<file path="src/rtl/tx_frame_build.sv">
// tx_frame_build
//
// Builds one Ethernet frame per accepted send request as a stream of 16-bit
// words numbered from 1: three destination MAC words, three source MAC words,
// the EtherType, then the payload read from the transmit buffer, then zero
// padding up to MIN_WORDS. After the last word it pulses o_sendDn and holds
// off for IFG_WORDS idle cycles before it accepts another request.
//
// Handshake: this is a push interface with no back-pressure. o_tx_valid is
// high on every cycle of a frame, and the words are contiguous. The buffer
// side is a read strobe: o_pl_rd_en at cycle t means i_pl_data holds the
// next payload word at cycle t+1. i_send_req is a level that is looked at
// only in IDLE.
//
// Ports
//   i_clk, i_rst_n        clock (rising edge), asynchronous active-low reset
//   i_local_node_mac      source MAC, latched at acceptance
//   i_send_req            send request level
//   i_dst_mac, i_eth_type destination MAC / EtherType, latched at acceptance
//   i_payload_len         payload bytes, latched at acceptance
//   o_pl_rd_en, i_pl_data transmit buffer read strobe / data (1-cycle latency)
//   o_tx_data, o_tx_valid frame word and its valid
//   o_wordNum             current word number 1..N, 0 when not valid
//   o_tx_sof, o_tx_eof    first / last word markers
//   o_sendDn              one-cycle pulse after the last word
//   o_send_busy           block is not in IDLE
//   o_len_err             one-cycle pulse when a request is rejected
module tx_frame_build #(
  parameter int MIN_WORDS = 30,
  parameter int MAX_LEN   = 1500,
  parameter int IFG_WORDS = 6
) (
  input  logic        i_clk,
  input  logic        i_rst_n,
  input  logic [47:0] i_local_node_mac,
  input  logic        i_send_req,
  input  logic [47:0] i_dst_mac,
  input  logic [15:0] i_eth_type,
  input  logic [10:0] i_payload_len,
  output logic        o_pl_rd_en,
  input  logic [15:0] i_pl_data,
  output logic [15:0] o_tx_data,
  output logic        o_tx_valid,
  output logic [9:0]  o_wordNum,
  output logic        o_tx_sof,
  output logic        o_tx_eof,
  output logic        o_sendDn,
  output logic        o_send_busy,
  output logic        o_len_err
);

  localparam int GW = (IFG_WORDS > 1) ? $clog2(IFG_WORDS) : 1;

  typedef enum logic [2:0] {
    S_IDLE,
    S_HDR,
    S_PAYLOAD,
    S_PAD,
    S_DONE,
    S_GAP
  } state_t;

  state_t        state_q;
  logic [9:0]    word_q;      // word currently presented
  logic [9:0]    n_q;         // total words N
  logic [9:0]    last_pl_q;   // 7+P, number of the last payload word
  logic          odd_q;       // payload length is odd
  logic [47:0]   dst_q;
  logic [47:0]   src_q;
  logic [15:0]   type_q;
  logic [15:0]   data_q;      // header / pad word
  logic          valid_q;
  logic          sof_q;
  logic          eof_q;
  logic          dn_q;
  logic          err_q;
  logic          rd_q;
  logic [GW-1:0] gap_q;

  // Request decode, used only in the acceptance cycle.
  logic [9:0] acc_p;
  logic [9:0] acc_last;
  logic [9:0] acc_n;
  logic       len_bad;

  assign acc_p    = {1'b0, i_payload_len[10:1]} + {9'b0, i_payload_len[0]};
  assign acc_last = 10'd7 + acc_p;
  assign acc_n    = (acc_last < 10'(MIN_WORDS)) ? 10'(MIN_WORDS) : acc_last;
  assign len_bad  = (i_payload_len > 11'(MAX_LEN));

  // Next word number and the header word it carries (if any).
  logic [9:0]  nxt;
  logic [15:0] hdr_nxt;

  assign nxt = word_q + 10'd1;

  always_comb begin
    hdr_nxt = 16'h0000;
    case (nxt)
      10'd1:   hdr_nxt = dst_q[47:32];
      10'd2:   hdr_nxt = dst_q[31:16];
      10'd3:   hdr_nxt = dst_q[15:0];
      10'd4:   hdr_nxt = src_q[47:32];
      10'd5:   hdr_nxt = src_q[31:16];
      10'd6:   hdr_nxt = src_q[15:0];
      10'd7:   hdr_nxt = type_q;
      default: hdr_nxt = 16'h0000;
    endcase
  end

  always_ff @(posedge i_clk or negedge i_rst_n) begin
    if (!i_rst_n) begin
      state_q   <= S_IDLE;
      word_q    <= '0;
      n_q       <= '0;
      last_pl_q <= '0;
      odd_q     <= 1'b0;
      dst_q     <= '0;
      src_q     <= '0;
      type_q    <= '0;
      data_q    <= '0;
      valid_q   <= 1'b0;
      sof_q     <= 1'b0;
      eof_q     <= 1'b0;
      dn_q      <= 1'b0;
      err_q     <= 1'b0;
      rd_q      <= 1'b0;
      gap_q     <= '0;
    end else begin
      err_q <= 1'b0;
      case (state_q)
        S_IDLE: begin
          if (i_send_req) begin
            if (len_bad) begin
              err_q <= 1'b1;
            end else begin
              dst_q     <= i_dst_mac;
              src_q     <= i_local_node_mac;
              type_q    <= i_eth_type;
              odd_q     <= i_payload_len[0];
              n_q       <= acc_n;
              last_pl_q <= acc_last;
              word_q    <= 10'd1;
              data_q    <= i_dst_mac[47:32];
              valid_q   <= 1'b1;
              sof_q     <= 1'b1;
              eof_q     <= 1'b0;
              rd_q      <= 1'b0;
              state_q   <= S_HDR;
            end
          end
        end

        S_HDR, S_PAYLOAD, S_PAD: begin
          sof_q <= 1'b0;
          if (word_q == n_q) begin
            state_q <= S_DONE;
            word_q  <= '0;
            data_q  <= '0;
            valid_q <= 1'b0;
            eof_q   <= 1'b0;
            rd_q    <= 1'b0;
            dn_q    <= 1'b1;
          end else begin
            word_q <= nxt;
            eof_q  <= (nxt == n_q);
            // The strobe leads the payload word by one cycle, so it covers
            // words 7..6+P; nothing is fetched when P=0 (last_pl_q = 7).
            rd_q   <= (nxt >= 10'd7) && (nxt < last_pl_q);
            if (nxt <= 10'd7) begin
              state_q <= S_HDR;
              data_q  <= hdr_nxt;
            end else if (nxt <= last_pl_q) begin
              state_q <= S_PAYLOAD;
              data_q  <= '0;
            end else begin
              state_q <= S_PAD;
              data_q  <= '0;
            end
          end
        end

        S_DONE: begin
          dn_q    <= 1'b0;
          gap_q   <= '0;
          state_q <= S_GAP;
        end

        S_GAP: begin
          if (gap_q == GW'(IFG_WORDS - 1)) begin
            state_q <= S_IDLE;
          end else begin
            gap_q <= gap_q + 1'b1;
          end
        end

        default: state_q <= S_IDLE;
      endcase
    end
  end

  // Payload words pass straight through from the buffer; an odd length
  // leaves the low byte of the final payload word unused, so it is zeroed.
  always_comb begin
    o_tx_data = data_q;
    if (state_q == S_PAYLOAD) begin
      o_tx_data = i_pl_data;
      if (odd_q && (word_q == last_pl_q)) begin
        o_tx_data[7:0] = 8'h00;
      end
    end
  end

  assign o_tx_valid  = valid_q;
  assign o_wordNum   = word_q;
  assign o_tx_sof    = sof_q;
  assign o_tx_eof    = eof_q;
  assign o_sendDn    = dn_q;
  assign o_len_err   = err_q;
  assign o_pl_rd_en  = rd_q;
  assign o_send_busy = (state_q != S_IDLE);

endmodule

</file>
<file path="config.mk">
export PLATFORM = sky130hd
export DESIGN_NAME = tx_frame_build
export DESIGN_NICKNAME = d
export VERILOG_FILES = /design/src/rtl/tx_frame_build.sv
export SDC_FILE = /design/constraint.sdc
export NUM_CORES = 1
export LEC_CHECK = 0
export CAP_MARGIN = 20
export CORE_MARGIN = 1
export CORE_UTILIZATION = 52
export DETAILED_ROUTE_END_ITERATION = 10
export PLACE_DENSITY = 0.86
export SETUP_SLACK_MARGIN = 0.4
export SLEW_MARGIN = 15
export SYNTH_ARGS = -nofsm -noshare
export SYNTH_HDL_FRONTEND = slang
export SYNTH_SLANG_ARGS = --single-unit
export TNS_END_PERCENT = 20
</file>
<file path="constraint.sdc">
create_clock -name i_clk -period 3.8 [get_ports i_clk]
set_input_delay 0.38 -clock i_clk [delete_from_list [all_inputs] [get_ports i_clk]]
set_output_delay 0.38 -clock i_clk [all_outputs]
set_load 0.02 [all_outputs]
</file>
### Word level (Yosys, flattened, before mapping)

Cells that the tools add are included.

* register bits after elaboration: 171
* latch bits: 0
* RAM bits: 0
* ROM bits: 0
* input port bits: 142
* output and inout port bits: 33
* word-level logic and storage cells: 100
* memories: 0

* add/sub/neg operators: 4
* multipliers: 0
* divide/modulo/power cells: 0
* magnitude comparators: 6
* equality and inequality tests: 21
* shift-type cells: 0
* multiplexer cells: 38
* bitwise logic cells: 1
* reduce and logical (&&, ||, !) cells: 14

Operators with widths (count)
* one-hot mux 16 bit (7 select lines): 1
* two-way mux 16 bit: 5
* == test 10 x 3 -> 1 bit (second input constant): 4
* two-way mux 10 bit: 4
* one-hot mux 16 bit (2 select lines): 1
* == test 10 bit: 3
* == test 10 x 2 -> 1 bit (second input constant): 2
* one-hot mux 10 bit (2 select lines): 1
* two-way mux 3 bit: 5
* two-way mux 1 bit: 12
* one-hot mux 3 bit (4 select lines): 1
* greater-than comparator 11 bit (second input constant): 1
* adder 10 x 1 -> 10 bit: 1
* adder 10 x 1 -> 10 bit (second input constant): 1
* adder 3 x 10 -> 10 bit (first input constant): 1
* == test 10 x 1 -> 1 bit (second input constant): 1
* greater-or-equal comparator 10 x 3 -> 1 bit (second input constant): 1
* <= comparator 10 bit: 1
* <= comparator 10 x 3 -> 1 bit (second input constant): 1
* < comparator 10 bit: 1
* < comparator 10 x 5 -> 1 bit (second input constant): 1
* inequality test 2 bit (second input constant): 5
* one-hot mux 1 bit (2 select lines): 5
* == test 3 bit (second input constant): 3
* 15 further kinds: 22

### Logic depth before layout (Yosys ltp)

Gate-level depths: netlist of run 1.

* depth after elaboration: 6
* gate-level depth with buffers: 13

### Worst setup path after synthesis of run 1

No wires, ideal clock.

* path type: flip-flop to flip-flop
* start point: reg word_q[0] (netlist: o_wordNum[0])
* end point: reg state_q[0]
* setup time: 0.094 ns
* arrival time: 3.178 ns
* setup slack: 0.528 ns
* cell stages (with the launch flop): 14
* cells stage by stage: dfrtp_1 ha_1 clkbuf_1 xnor2_1 inv_1 clkbuf_1 clkbuf_1 ha_1 a21o_1 a21oi_1 or3b_2 o2111ai_1 a21oi_1 a211oi_1

* cells in the longest elaborated chain, start to end: 6
* elaborated cells on any way between the ends: 8

RTL lines
* from (decl): line 64 `logic [9:0] word_q;`
* from (signal assigned): line 165 `word_q <= nxt;`
* adder 10 x 1 -> 10 bit: line 95 `assign nxt = word_q + 10'd1;`
* <= comparator 10 bit: line 173 `end else if (nxt <= last_pl_q) begin`
* two-way mux 1 bit: line 173
* two-way mux 2 bit: line 170 `if (nxt <= 10'd7) begin`
* two-way mux 3 bit *: line 156 `if (word_q == n_q) begin`
* one-hot mux 3 bit (4 select lines) *: line 131 `case (state_q)`
* to (signal assigned): line 157 `state_q <= S_DONE;`
* to (signal assigned): line 171 `state_q <= S_HDR;`
* to (signal assigned): line 174 `state_q <= S_PAYLOAD;`
* to (decl): line 63 `state_t state_q;`

Every way passes the cells marked *; elsewhere a longest branch is shown, timed or not.
A chain may end at the register's enable or synchronous reset.

### Worst setup path in the final report of run 1

* start point: reg word_q[0] (netlist: o_wordNum[0])
* end point: out o_tx_data[5]

* cells in the longest elaborated chain, start to end: 4

RTL lines
* == test 10 bit: line 208 `if (odd_q && (word_q == last_pl_q)) begin`
* logical AND 1 bit: line 208
* two-way mux 8 bit: line 208
* two-way mux 16 bit: line 206 `if (state_q == S_PAYLOAD) begin`
* to (decl): line 42 `output logic [15:0] o_tx_data,`

Every way passes these cells.

==> results of run 1 <==
[synth_stat cells (13+ instances only)]
library cell,count
a21boi_0,20
a21oi_1,37
a22o_1,13
a22oi_1,16
clkbuf_1,40
dfrtp_1,171
ha_1,19
inv_1,24
nand2_1,432
nor2_1,24
o21ai_0,20
xnor2_1,25
xor2_1,16
[layout by cell type (no fill, tap or decap), types with 16 or more instances in the layout]
cell type	Yosys	routed
clkdlybuf4s50_1	0	173
nor2_1	24	24
clkbuf_16	0	17
dfrtp_1	171	168
a21boi_0	20	20
xnor2_1	25	24
a21oi_1	37	37
ha_1	19	18
nand2_1	432	431
xor2_1	16	16
o21ai_0	20	20
a22oi_1	16	16
inv_1	24	24
[cells by family after synthesis]
family / count (synthesis)
flip-flops: 171
buffers and inverters: 88
multiplexers: 9
XOR/XNOR: 41
adder cells (fa/ha/maj): 19
AND/OR/NAND/NOR: 512
AO/OA/AOI/OAI: 177
[worst min-delay path, stage by stage]
cell and delay (ns):
clkdlybuf4s50_1 0.39, nand2_1 0.05, nand2_1 0.04
[layer usage]
layer	track usage (%)	wire length, um	up-vias
met4	10.0	707	0
met3	6.54	2160	46
met2	47.5	12100	402
met5	0	0	-
met1	41.5	10600	3870
li1	-	-	3693
[layout make-up]
class | count | area [um2] | area share (%)
clock buffers | 17 | 425 | 3.76
clock inverters | 15 | 179 | 1.58
inverters | 24 | 90.1 | 0.797
multi-input cells | 758 | 4100 | 36.3
flip-flops and latches | 171 | 4280 | 37.9
well taps | 220 | 275 | 2.44
repair buffers | 193 | 1950 | 17.3
[metrics by stage]
step	instances	util, %	hold WS (ns)	power [uW]	setup WS [ns]
6_report	1398	68.1	0.451	3860	0.524
5_1_grt	1398	68.1	0.446	3960	0.408
4_1_cts	1398	68.1	0.448	3880	0.443
3_5_place_dp	1365	64.4	0.416	2120	0.401
3_3_place_gp	1365	64.4	0.421	2120	0.526
2_1_floorplan	1017	-	0.0844	1900	0.528
[repair_timing]
action,4_1_cts,5_1_grt
hold buffers,1,0
endpoints found under the hold margin,68,0
setup endpoints to repair,2,2
resized for setup,1,4
[worst min path at each step]
stage,start,end,slack [ns],depth (start not counted)
after global routing,i_local_node_mac[11],src_q[11],0.45,3
after global placement,i_rst_n,o_len_err,0.42,1
after floorplan,i_rst_n,data_q[0],0.08,0
final,i_local_node_mac[23],src_q[23],0.45,3
after detailed placement,i_rst_n,o_len_err,0.42,1
after CTS,i_local_node_mac[23],src_q[23],0.45,3
[state kept, by name, indices dropped and copies added (netlist names), 10 cells and up]
name and count:
dst_q 48, src_q 48, data_q 16, type_q 16, last_pl_q 10, n_q 10
o_wordNum 10
[where the power goes]
| part | total, uW | internal [uW] | switching (uW) |
|---|---|---|---|
| logic | 264 | 163 | 101 |
| registers | 1820 | 1820 | 0 |
| clock network | 1780 | 945 | 837 |
| total | 3860 | 2930 | 938 |
==> flow_metrics.py, run 1 <==
metrics = {
    "logic_synthesis": {
        "synthSimpleGateAreaFrac_pct": 23.8,
        "synth_top_family_by_area": "simple AND/OR/NAND/NOR gates",
        "syn_inst": 1017,
        "async_flop_share_pct": 100,
        "synthTopCellsByArea": "dfrtp_1 (48%), nand2_1 (18%), ha_1 (2.7%)",
        "postSynthAreaPerCell_um2": 8.68,
        "synth_compound_area_share_pct": 14.4,
        "synth_top_cell_area_share_pct": 48.4,
        "synth_edf_count": 0,
        "muxShareOfSynthArea_pct": 1.13,
        "synth_flop_cell": "dfrtp_1",
        "synthesis.nets": 1178,
        "synth.distinct_cells": 63,
        "synth_seq_cells": 171,
        "yosysTopAreaCell": "dfrtp_1",
        "yosys.area_share.adder_pct": 2.69,
        "syn_area_um2": 8830,
        "yosysWarningCount": 0,
        "synth-xor-area-share_pct": 4.07,
        "yosysSeqAreaShare_pct": 48.4,
    },
    "sta": {
        "skew_ns": 0.0127,
        "fin_crit_sh_pct": 86.2,
        "period_minus_slack_ns": 3.28,
        "setup_viol": 0,
        "timing.slew.headroom_pct": 29.2,
        "setup_tns_ns": 0,
        "fmax_ghz": 0.305,
        "rsz0062_at_grt": "no",
        "slew_violations": 0,
        "tightestPinTransition_ns": 1.03,
        "hold_viol": 0,
    },
    "layout": {
        "drive_above_1_share_pct": 7.39,
        "fin_area_um2": 11300,
        "syn_to_final_growth_pct": 27.9,
        "antenna_cells": 0,
        "fillers": 1282,
        "nNetsFinal": 1326,
    },
    "critical_path": {
        "cp.arrival_ns": 2.90,
        "critPathKind": "reg -> out",
        "crit_required_ns": 3.42,
        "cp_top_family": "buffers and inverters",
        "r2r_slack_ns": 0.57,
        "start_kind": "flip-flop",
        "end_kind": "primary output",
        "r2r_cells": 10,
        "crit_cells": 6,
        "endpoint": "o_tx_data[5]",
        "path_max_fanout": 11,
        "crit_slowest_cell": "clkdlybuf4s50_1",
        "setup.worst_path.start": "o_wordNum[0]",
        "max_stage_delay_ns": 0.54,
        "path_cells": "ha_1 > nor4b_1 > a21oi_1 > buf_4 > a22o_1 > clkdlybuf4s50_1",
        "worst-path-buf-inv": 2,
        "regToRegEndpoint": "state_q[0]",
        "r2r_start": "o_wordNum[1]",
    },
    "floorplan": {
        "core_area_um2": 16600,
        "dieArea_um2": 17500,
        "die_h_um": 132,
        "num_rows": 47,
        "initial_core_util_pct": 53.3,
        "dieWidth_um": 132,
        "io_pins": 175,
    },
    "clock_tree": {
        "clkSinkCount": 171,
        "insertion_delay_ns": 0.45,
        "cts_buffer_depth": 2,
        "cts_tree": "yes",
        "numCtsBuffers": 17,
        "cts_setup_buffers": 0,
        "root_buffer": "clkbuf_16",
        "h-tree-depth": 4,
        "clkTransAtPathRegs_ns": 0.08,
    },
    "placed_design": {
        "hpwlAfterDp_mm": 18.1,
        "detailed_place.area_um2": 10700,
        "globalplace.congestion": 0.915,
        "portBuffers": 174,
    },
    "drt": {
        "first_pass_iters": 6,
        "wl_mm": 25.5,
        "routedWlPerCell_um": 18.3,
        "via_per_inst": 5.73,
        "via_count": 8011,
        "drc": 0,
        "antenna_left": 0,
        "dr.first_iter.drc_count": 978,
    },
    "grt": {
        "grt_pass1_vias": 7620,
        "grt-ovfl-total": 0,
        "grt_pass1_wl_mm": 40.8,
        "grt_max_degree": 104,
        "grt_usage_pct": 30.2,
        "antenna_found_initial": 0,
    },
    "power_and_ir_drop": {
        "p_per_area_nw_per_um2": 342,
        "leakagePower_uw": 0.00550,
        "ir_drop_uv": 370,
    },
    "hold_path": {
        "hp-class": "in -> reg",
    },
    "run": {
        "drv_cap": 0,
    },
    "outcome": {
        "status": "finished clean",
    },
}
Note: power is estimated with default switching activity, not from simulation.
==> run 2, diff against run 1 <==
--- a/config.mk
+++ b/config.mk
@@ -15,4 +15,4 @@
 export SYNTH_ARGS = -nofsm -noshare
 export SYNTH_HDL_FRONTEND = slang
 export SYNTH_SLANG_ARGS = --single-unit
-export TNS_END_PERCENT = 20
+export TNS_END_PERCENT = 5
==> constraint.sdc (replaced) <==
create_clock -name i_clk -period 3.69 [get_ports i_clk]
set_input_delay 0.369 -clock i_clk [delete_from_list [all_inputs] [get_ports i_clk]]
set_output_delay 0.369 -clock i_clk [all_outputs]
set_load 0.02 [all_outputs]
==> flow_metrics.py, run 2 (synthesized netlist as in run 1, its figures left out) <==
metrics = {
    "sta": {
        "setup_viol": 0,
        "fmax_ghz": 0.311,
        "fin_crit_sh_pct": 87.0,
        "rsz0062_at_grt": "yes",
        "period_minus_slack_ns": 3.21,
        "final.hold.worst_slack_ns": -0.00300,
        "timing.slew.headroom_pct": 31.4,
        "skew_ns": 0.00972,
        "setup_tns_ns": 0,
        "slew_violations": 0,
        "hold_viol": 1,
        "tightestPinTransition_ns": 1.00,
    },
    "critical_path": {
        "regToRegEndpoint": "data_q[4]",
        "start_kind": "flip-flop",
        "r2r_start": "o_wordNum[1]",
        "cp_common_cell": "buf_4",
        "path_cells": "buf_4 > ha_1 > nor4b_2 > a21oi_1 > buf_4 > a22o_1 > clkdlybuf4s50_1",
        "cp_top_family": "buffers and inverters",
        "max_stage_delay_ns": 0.54,
        "end_kind": "primary output",
        "r2r_cells": 7,
        "cp.arrival_ns": 2.84,
        "critPathKind": "reg -> out",
        "path_max_fanout": 8,
        "crit_required_ns": 3.32,
        "worst-path-buf-inv": 3,
        "crit_slowest_cell": "clkdlybuf4s50_1",
        "r2r_slack_ns": 0.51,
    },
    "run": {
        "drv_cap": 0,
    },
    "power_and_ir_drop": {
        "power_frac_comb_pct": 7.0,
        "ir_drop_uv": 371,
        "p_per_area_nw_per_um2": 340,
        "power.internal_uw": 2960,
        "p_seq_share_pct": 48.9,
        "power.total_uw": 3830,
        "power.share.clock_pct": 44.0,
        "netSwitchingPower_uw": 870,
        "p_sw_share_pct": 22.7,
        "leakagePower_uw": 0.00548,
    },
    "clock_tree": {
        "h-tree-depth": 4,
        "root_buffer": "clkbuf_16",
        "numCtsBuffers": 17,
        "cts_tree": "yes",
        "clkSinkCount": 171,
        "insertion_delay_ns": 0.43,
        "cts_buffer_depth": 2,
        "clkTransAtPathRegs_ns": 0.07,
        "cts_hold_buf": 0,
    },
    "hold_path": {
        "hp-class": "in -> async",
    },
    "layout": {
        "syn_to_final_growth_pct": 27.5,
        "post-route-util_pct": 67.9,
        "fillers": 1306,
        "final_common_cell": "nand2_1",
        "most-common-layout-cells": "nand2_1 (431), clkdlybuf4s50_1 (173), dfrtp_1 (168), a21oi_1 (37)",
        "drive_above_1_share_pct": 7.79,
        "fin_area_um2": 11300,
        "nNetsFinal": 1329,
        "antenna_cells": 0,
        "reg_top3": "dst_q x48, src_q x48",
    },
    "placed_design": {
        "hpwlAfterDp_mm": 18.3,
        "detailed_place.area_um2": 10700,
        "portBuffers": 174,
        "globalplace.congestion": 0.928,
    },
    "floorplan": {
        "core_area_um2": 16600,
        "dieArea_um2": 17500,
        "num_rows": 47,
        "initial_core_util_pct": 53.3,
        "io_pins": 175,
        "die_h_um": 132,
        "dieWidth_um": 132,
    },
    "drt": {
        "via_per_inst": 5.62,
        "drc": 0,
        "dr.first_iter.drc_count": 828,
        "antenna_left": 0,
        "via_count": 7867,
        "wl_mm": 25.0,
        "routedWlPerCell_um": 17.8,
        "first_pass_iters": 5,
    },
    "outcome": {
        "status": "finished with violations",
        "failed_checks": "negative hold slack",
    },
    "grt": {
        "antenna_found_initial": 0,
        "grt_usage_pct": 29.7,
        "grt_pass1_wl_mm": 40.1,
        "grt-ovfl-total": 0,
        "grt_pass1_vias": 7817,
        "grt_max_degree": 96,
    },
}
run 2: how the worst max path moves through the flow:
stage               slack, ns  depth (start not counted)          from           end
floorplan                0.42                         13  o_wordNum[0]    state_q[0]
global placement         0.41                          7  o_wordNum[1]     data_q[1]
detailed placement       0.29                          7  o_wordNum[1]     data_q[4]
CTS                      0.40                          7  o_wordNum[0]  o_tx_data[6]
global route             0.36                          7  o_wordNum[1]     data_q[4]
finish                   0.48                          7  o_wordNum[0]  o_tx_data[6]
run 2: layout make-up:
| cell class | count | area (um2) | share of cell area, % |
|---|---|---|---|
| Clock buffer | 20 | 467 | 4.14 |
| Clock inverter | 12 | 91.3 | 0.811 |
| Inverter | 24 | 90.1 | 0.800 |
| Multi-Input combinational cell | 758 | 4100 | 36.4 |
| Sequential cell | 171 | 4280 | 38.0 |
| Tap cell | 220 | 275 | 2.44 |
| Timing Repair Buffer | 196 | 1960 | 17.4 |
run 2: power groups by stage:
| stage | registers, uW | clock network, uW | logic [uW] |
|---|---|---|---|
| floorplan | 1910 | 0 | 42.0 |
| CTS | 1870 | 1690 | 272 |
| detailed placement | 1910 | 0 | 270 |
| global placement | 1910 | 0 | 271 |
| global route | 1870 | 1770 | 289 |
| finish | 1870 | 1690 | 270 |
run 2: what timing repair did:
| action | in CTS | in global routing |
|---|---|---|
| resized for setup | 2 | 4 |
| setup endpoints to repair | 16 | 25 |
| buffers inserted | 0 | 0 |
run 2: through the flow:
stage	hold slack [ns]	setup slack, ns	std cells
after floorplan	0.0734	0.418	1017
after global placement	0.455	0.410	1369
after detailed placement	0.462	0.286	1369
after CTS	0.0406	0.403	1401
after global routing	0.0773	0.364	1401
final	-0.00300	0.480	1401
run 2: layer usage:
| layer | share of wire (%) | wire length (um) | vias up | GRT usage, % |
|---|---|---|---|---|
| li1 | - | - | 3703 | - |
| met1 | 42 | 10500 | 3765 | 39.6 |
| met2 | 47 | 11800 | 345 | 47.3 |
| met3 | 7.1 | 1770 | 54 | 5.77 |
| met4 | 3.6 | 888 | 0 | 13.1 |
| met5 | 0 | 0 | - | 0 |
